**config.mk**
```make
export PLATFORM = sky130hd
export DESIGN_NAME = calc_key_entry
export DESIGN_NICKNAME = d
export VERILOG_FILES = /design/src/rtl/calc_pkg.sv /design/src/rtl/bcd_entry_reg.sv /design/src/rtl/calc_key_entry.sv
export SDC_FILE = /design/constraint.sdc
export NUM_CORES = 1
export LEC_CHECK = 0
export ABC_CLOCK_PERIOD_IN_PS = 7600
export CAP_MARGIN = 20
export CORE_MARGIN = 2
export CORE_UTILIZATION = 40
export DETAILED_ROUTE_END_ITERATION = 7
export PLACE_DENSITY = 0.71
export SLEW_MARGIN = 30
export SYNTH_ARGS = -nofsm -noshare
export SYNTH_HDL_FRONTEND = slang
export SYNTH_SLANG_ARGS = --single-unit
```
**constraint.sdc**
```tcl
create_clock -name clk -period 7.6 [get_ports clk]
set_clock_uncertainty 0.05 [all_clocks]
set_input_delay 0.76 -clock clk [delete_from_list [all_inputs] [get_ports clk]]
set_output_delay 0.76 -clock clk [all_outputs]
set_load 0.01 [all_outputs]
```
**src/rtl/calc_pkg.sv**
```systemverilog
// calc_pkg: key codes, opcode encoding and entry FSM states shared by the key-entry block.
package calc_pkg;
  localparam logic [3:0] KEY_ADD = 4'hA;
  localparam logic [3:0] KEY_SUB = 4'hB;
  localparam logic [3:0] KEY_MUL = 4'hC;
  localparam logic [3:0] KEY_DIV = 4'hD;
  localparam logic [3:0] KEY_CLR = 4'hE;
  localparam logic [3:0] KEY_EQ  = 4'hF;
  localparam logic [1:0] OP_ADD = 2'b00;
  localparam logic [1:0] OP_SUB = 2'b01;
  localparam logic [1:0] OP_MUL = 2'b10;
  localparam logic [1:0] OP_DIV = 2'b11;
  typedef enum logic [2:0] {S_A, S_OP, S_B, S_REQ, S_DONE} state_t;
  function automatic logic [1:0] key2op(input logic [3:0] k);
    return 2'(k - KEY_ADD);
  endfunction
endpackage

```
**src/rtl/bcd_entry_reg.sv**
```systemverilog
// bcd_entry_reg: BCD operand shift register with digit counter, leading-zero suppression and full flag.
module bcd_entry_reg #(
  parameter int DIGITS = 4
) (
  input  logic                clk,
  input  logic                rst,
  input  logic                load_zero_i,
  input  logic                shift_i,
  input  logic [3:0]          digit_i,
  output logic [4*DIGITS-1:0] value_o,
  output logic                full_o
);
  localparam int CW = $clog2(DIGITS + 1);
  logic [4*DIGITS-1:0] val_q, val_d, base_v;
  logic [CW-1:0] cnt_q, cnt_d, base_c;
  logic take;
  // load-zero applies before the shift so a fresh entry can start in the same cycle
  always_comb begin
    base_v = load_zero_i ? '0 : val_q;
    base_c = load_zero_i ? '0 : cnt_q;
    take   = shift_i && !(base_c == '0 && digit_i == 4'd0) && base_c != CW'(DIGITS);
    val_d  = take ? {base_v[4*DIGITS-5:0], digit_i} : base_v;
    cnt_d  = take ? base_c + 1'b1 : base_c;
  end
  always_ff @(posedge clk or negedge rst)
    if (!rst) begin
      val_q <= '0;
      cnt_q <= '0;
    end else begin
      val_q <= val_d;
      cnt_q <= cnt_d;
    end
  assign value_o = val_q;
  assign full_o  = cnt_q == CW'(DIGITS);
endmodule

```
**src/rtl/calc_key_entry.sv**
```systemverilog
// calc_key_entry: assembles A op B from key events and requests computation via req/ack.
module calc_key_entry
  import calc_pkg::*;
#(
  parameter int DIGITS = 4
) (
  input  logic                clk,
  input  logic                rst,
  input  logic                key_detect,
  input  logic [3:0]          key_code,
  input  logic                calc_ack,
  output logic [4*DIGITS-1:0] op_a,
  output logic [4*DIGITS-1:0] op_b,
  output logic [1:0]          opcode,
  output logic                calc_req,
  output logic [4*DIGITS-1:0] display,
  output logic                ovf,
  output logic                busy
);
  state_t state_q;
  logic [1:0] opcode_q;
  logic req_q, ovf_q;
  logic is_dig, is_op, is_clr, is_eq, clr_all;
  logic a_clr, a_shift, a_full, b_clr, b_shift, b_full, ovf_set;
  always_comb begin
    is_dig  = key_detect && key_code <= 4'd9;
    is_op   = key_detect && key_code >= KEY_ADD && key_code <= KEY_DIV;
    is_clr  = key_detect && key_code == KEY_CLR;
    is_eq   = key_detect && key_code == KEY_EQ;
    clr_all = is_clr && state_q != S_REQ;
    a_clr   = clr_all || (state_q == S_DONE && is_dig);
    a_shift = is_dig && (state_q == S_A || state_q == S_DONE);
    b_clr   = clr_all || (is_dig && state_q == S_OP) || (state_q == S_DONE && (is_dig || is_op));
    b_shift = is_dig && (state_q == S_OP || state_q == S_B);
    ovf_set = (a_shift && a_full && !a_clr) || (b_shift && b_full && !b_clr);
  end
  bcd_entry_reg #(.DIGITS(DIGITS)) u_a (
    .clk(clk), .rst(rst), .load_zero_i(a_clr), .shift_i(a_shift),
    .digit_i(key_code), .value_o(op_a), .full_o(a_full)
  );
  bcd_entry_reg #(.DIGITS(DIGITS)) u_b (
    .clk(clk), .rst(rst), .load_zero_i(b_clr), .shift_i(b_shift),
    .digit_i(key_code), .value_o(op_b), .full_o(b_full)
  );
  always_ff @(posedge clk or negedge rst)
    if (!rst) begin
      state_q  <= S_A;
      opcode_q <= OP_ADD;
      req_q    <= 1'b0;
      ovf_q    <= 1'b0;
    end else if (clr_all) begin
      state_q  <= S_A;
      opcode_q <= OP_ADD;
      req_q    <= 1'b0;
      ovf_q    <= 1'b0;
    end else begin
      if (ovf_set) ovf_q <= 1'b1;
      case (state_q)
        S_A: if (is_op) begin
          opcode_q <= key2op(key_code);
          state_q  <= S_OP;
        end
        S_OP: if (is_op) opcode_q <= key2op(key_code);
              else if (is_dig) state_q <= S_B;
        S_B: if (is_eq) begin
          state_q <= S_REQ;
          req_q   <= 1'b1;
        end
        S_REQ: if (calc_ack) begin
          state_q <= S_DONE;
          req_q   <= 1'b0;
        end
        S_DONE: if (is_dig) begin
          ovf_q   <= 1'b0;
          state_q <= S_A;
        end else if (is_op) begin
          opcode_q <= key2op(key_code);
          state_q  <= S_OP;
        end
        default: state_q <= S_A;
      endcase
    end
  assign opcode   = opcode_q;
  assign calc_req = req_q;
  assign ovf      = ovf_q;
  assign busy     = state_q == S_REQ;
  assign display  = (state_q == S_A || state_q == S_OP) ? op_a : state_q == S_B ? op_b : '0;
endmodule
```
-- Word level (Yosys, flattened, before mapping)
Cells that the tools add are included.
- register bits after elaboration: 45
- input bits: 8
- output and inout port bits: 53
- $add $sub $neg: 3
- $lt $le $gt $ge: 3
- equal/unequal tests: 16
- mux-type cells: 30
- reduce and logical (&&, ||, !) cells: 45
- operators with widths (operator ; number):
    16-bit two-way mux ; 6
    3-bit two-way mux ; 11
    1-bit logical AND ; 21
    3-bit inequality test, second input constant ; 6
    3-bit case mux with 5 select lines ; 1
    3-bit equality test, second input constant ; 3
    3-bit zero test ; 3
    4-bit equality test, second input constant ; 2
    4-bit <= comparator, second input constant ; 2
    1-bit logical OR ; 8
    1-bit two-way mux ; 7
    3-bit by 1-bit adder with 3-bit output, second input constant ; 2
    3-bit by 2-bit equality test with 1-bit output, second input constant ; 2
    2-bit two-way mux ; 3
    3-bit by 2-bit inequality test with 1-bit output, second input constant ; 2
    3-bit nonzero test ; 2
    4-bit greater-or-equal comparator, second input constant ; 1
    1-bit zero test ; 4
    4-bit zero test ; 1
    2-bit case mux with 2 select lines ; 1
    4-bit AND reduction ; 1
    2-bit nonzero test ; 2
    3-bit by 1-bit equality test with 1-bit output, second input constant ; 1
    3-bit AND reduction ; 1
    other kinds (4) ; 4

-- Depth between registers and ports, before layout
- depth in word-level cells: 13
- mapped depth: 14
- gate-level depth less buffers: 10

-- Modules after synthesis
A second synthesis with hierarchy kept.
- cells, all modules: 243
- area total of the unflattened synthesis: 2598.7 um^2
- modules (own cells, without submodules) (module ; times used ; cells an instance ; area an instance (um^2) ; seq. area each (um^2)):
    bcd_entry_reg ; 2 ; 77 ; 928.4 ; 475.5
    calc_key_entry ; 1 ; 89 ; 742.0 ; 175.2

-- Worst setup path before layout
No wires, ideal clock.
- kind: input to register
- from: input key_code[3]
- to: register u_a.val_q[10] (netlist: u_a.value_o[10])
- library setup time: 0.121 ns
- arrival time: 2.702 ns
- data required time: 7.429 ns
- slack: 4.727 ns
- stages on the path: 14
- path buffers: 4
- cell sequence: buf_4 o21ai_1 and3_1 buf_2 a22o_1 buf_2 nor2b_1 inv_1 ha_1 o21ai_1 nand2_1 buf_4 mux2i_1 nor2_1
- cells in the longest elaborated chain, start to end: 11
- elaborated cells between the ends (all ways): 18
- those cells by class: order compare (1); eq/ne (2); mux (3); reduce/logical (12)
- ends and longest elaborated chain (element ; RTL line ; source):
    start: declaration ; calc_key_entry.sv:10 ; input logic [3:0] key_code,
    4-bit <= comparator / 4-bit equality test (equally long branches) ; calc_key_entry.sv:26, calc_key_entry.sv:28 ;
    1-bit logical AND, on equally long branches ; calc_key_entry.sv:26, calc_key_entry.sv:28 ;
    1-bit logical AND, on equally long branches ; calc_key_entry.sv:31, calc_key_entry.sv:30 ;
    1-bit logical OR ; calc_key_entry.sv:31 ; a_clr = clr_all || (state_q == S_DONE && is_dig);
    3-bit two-way mux ; bcd_entry_reg.sv:20 ; base_c = load_zero_i ? '0 : cnt_q;
    3-bit zero test ; bcd_entry_reg.sv:21 ; take = shift_i && !(base_c == '0 && digit_i == 4'd0) && base_c != CW'(DIGITS);
    1-bit logical AND ; bcd_entry_reg.sv:21 ;
    1-bit zero test ; bcd_entry_reg.sv:21 ;
    1-bit logical AND (2 in series) ; bcd_entry_reg.sv:21 ;
    16-bit two-way mux (*) ; bcd_entry_reg.sv:22 ; val_d = take ? {base_v[4*DIGITS-5:0], digit_i} : base_v;
    net u_a.val_d[10] ; bcd_entry_reg.sv:14 ; logic [4*DIGITS-1:0] val_q, val_d, base_v;
    end signal: assignment ; bcd_entry_reg.sv:30 ; val_q <= val_d;
    end: declaration ; bcd_entry_reg.sv:14 ;
Mark *: on every way through the listed nets, which the timed path passes. The rest lies on a longest branch. The select of a mux whose other input is x is not followed.
A chain may end at the register's enable or synchronous reset.

-- Worst setup path in the final report
- from: input key_code[1]
- to: register u_a.val_q[10] (netlist: u_a.value_o[10])
Same word-level chain as after synthesis.

==> qor.yml <==
routing:
  vias: 2033
  drc: 0
  totalWireLength_um: 6010
  viasPerCell: 5.54
  wl_per_cell_um: 16.4
  detail_route.iter0.violations: 102
  ant_nets: 0
  dr.pass1.iters: 4
synth:
  synth_top_area_share: 0.450
  yosys-top-cells-area: "dfrtp_1, mux2i_1, a22o_1"
  synth_edf_count: 0
  yosysMostFrequentCell: "dfrtp_1"
  synth_area_um2: 2500
  synth.avg_cell_area_um2: 10.4
  async_flop_share: 1.00
  syn-num-nets: 252
  yosys-top-cells-count: "dfrtp_1, nor2_1, a22o_1, mux2i_1, nand2_1"
  synth-main-ff-cell: "dfrtp_1"
  ys_warn_count: 0
  yosysTopAreaCell: "dfrtp_1"
  ys_ff_latch: 45
  syn_inst: 240
  post_synth_num_cell_types: 47
  yosysSeqAreaShare: 0.450
die:
  ios: 61
  design.core.area_um2: 5990
  fp.dieW_um: 83.1
  die_h_um: 83.1
  die-area_um2: 6900
  rows: 28
  start_util: 0.418
critical_path:
  crit_type: "in2reg"
  critPathMaxFanout: 18
  r2r-start: "state_q[0]"
  reg2reg_slack_ns: 4.16
  required_ns: 7.71
  ff2ff_path_depth: 10
  worstReg2RegEnd: "u_a.value_o[10]"
  critPathLaunch: "key_code[1]"
  start_kind: "input pin"
  worstSetupEndpointType: "flip-flop"
  crit_arrival_ns: 4.41
global_routing:
  grt_max_degree: 46
  grt_pass1_wl_um: 10200
  track_usage: 0.180
  grt_pass1_vias: 1984
  grt_remaining_overflow: 0
  antenna_found_initial: 0
timing:
  min_period_over_period: 0.566
  timing.hold.ws_ns: 0.393
  drv_slew: 0
  tightest_slew_ns: 0.759
  rsz0062_at_grt: "no"
  finalHoldViolations: 0
  timing.fmax_mhz: 232
  finalSetupViolations: 0
  fin_tns_setup_ns: 0
  relSlewSlack: 0.493
  period_minus_slack_ns: 4.30
final_layout:
  fin_nets: 303
  drive_gt1_frac: 0.0856
  diodes: 0
  syn2layout_area_growth_pct: 27.6
clock_tree:
  ctsResizeCount: 0
  clock-sinks: 45
  cts_tree: "built"
  clk_pin_slew_ns: 0.09
  cts_max_path_buffers: 2
  post-cts-setup-buffer-count: 0
  ctsRootBufferMaster: "clkbuf_8"
  cts_hold_buf: 0
  cts_buffers: 5
  clock_latency_ns: 0.30
  htreeDepth: 2
power:
  power_mw: 1.38
  power_density_nw_per_um2: 431
  ir_worst_vdd_uv: 190
  power_leakage_nw: 1.50
run:
  cap_violations: 0
worst_hold_path:
  hold_path.class: "in2async"
placed_design:
  port_buffers: 60
  gp_congestion: 0.852
  post-dp-hpwl_um: 4340
status:
  status: "complete, no violations"
## cell families after synthesis
logic type,after synthesis,synth area share
simple gates,72,0.141
compound gates,65,0.222
flops,45,0.450
buf+inv,26,0.0555
mux,26,0.104
fa+ha+maj,4,0.0200
xor+xnor,2,0.00700
## cell type report
cell class,instances,area (um^2)
Sequential cell,45,1130
Tap cell,75,93.8
Multi-Input combinational cell,169,1240
Timing Repair Buffer,60,598
Clock buffer,5,68.8
Fill cell,547,2800
Inverter,10,37.5
Clock inverter,3,25.0
## metal layers
layer | track usage | wire length, um
met1 | 0.243 | 2860
met2 | 0.300 | 2850
met3 | 0.0368 | 256
met4 | 0.0402 | 50
met5 | 0 | 0
## worst max-delay path by stage
stage | to | slack [ns] | cells past startpoint
final | u_a.value_o[10] | 3.30 | 11
after global routing | u_a.value_o[10] | 2.89 | 11
after CTS | u_a.value_o[10] | 3.35 | 11
after detailed placement | u_a.value_o[10] | 3.05 | 11
after global placement | u_a.value_o[14] | 3.20 | 11
after floorplan | u_a.value_o[10] | 4.73 | 14
## state kept, by name, indices dropped and copies added, names as in the netlist
name and cells:
calc_req 1, opcode 2, ovf 1, state_q 3, u_a.cnt_q 3, u_a.value_o 16, u_b.cnt_q 3, u_b.value_o 16
## report_power, final
| part | internal (mW) | switching [mW] |
|---|---|---|
| logic | 0.405 | 0.338 |
| registers | 0.342 | 0.134 |
| clock network | 0.0665 | 0.0907 |
## per-stage QoR
stage | worst slack, ns | area (um^2) | util | cells
final | 3.30 | 3190 | 0.533 | 367
after floorplan | 4.73 | 2500 | - | 240
after global placement | 3.20 | 3090 | 0.516 | 359
after CTS | 3.35 | 3190 | 0.533 | 367
after detailed placement | 3.05 | 3100 | 0.517 | 359
after global routing | 2.89 | 3190 | 0.533 | 367
## worst max-delay path, cell delays in order
cell and delay (ns):
clkdlybuf4s50_1 0.74, nand4_1 0.52, nor2_2 0.31, a22o_1 0.59, nor2b_1 0.14, inv_1 0.10
ha_1 0.25, o21ai_1 0.14, nand2_1 0.51, mux2i_1 0.27, nor2_1 0.07
## cell usage in the layout, fill, tap and decap left out, types with 3 or more instances in the layout
cell type | Yosys | routed
a21oi_1 | 6 | 6
a22o_1 | 27 | 27
a31oi_1 | 4 | 4
clkbuf_8 | 0 | 5
clkdlybuf4s50_1 | 0 | 59
dfrtp_1 | 45 | 45
ha_1 | 4 | 4
inv_1 | 10 | 10
mux2i_1 | 26 | 26
nand2_1 | 18 | 18
nand2b_1 | 3 | 3
nor2_1 | 34 | 32
nor2_2 | 1 | 3
o21ai_1 | 3 | 3
o22ai_1 | 3 | 3
Power figures use the tool's default switching activity.
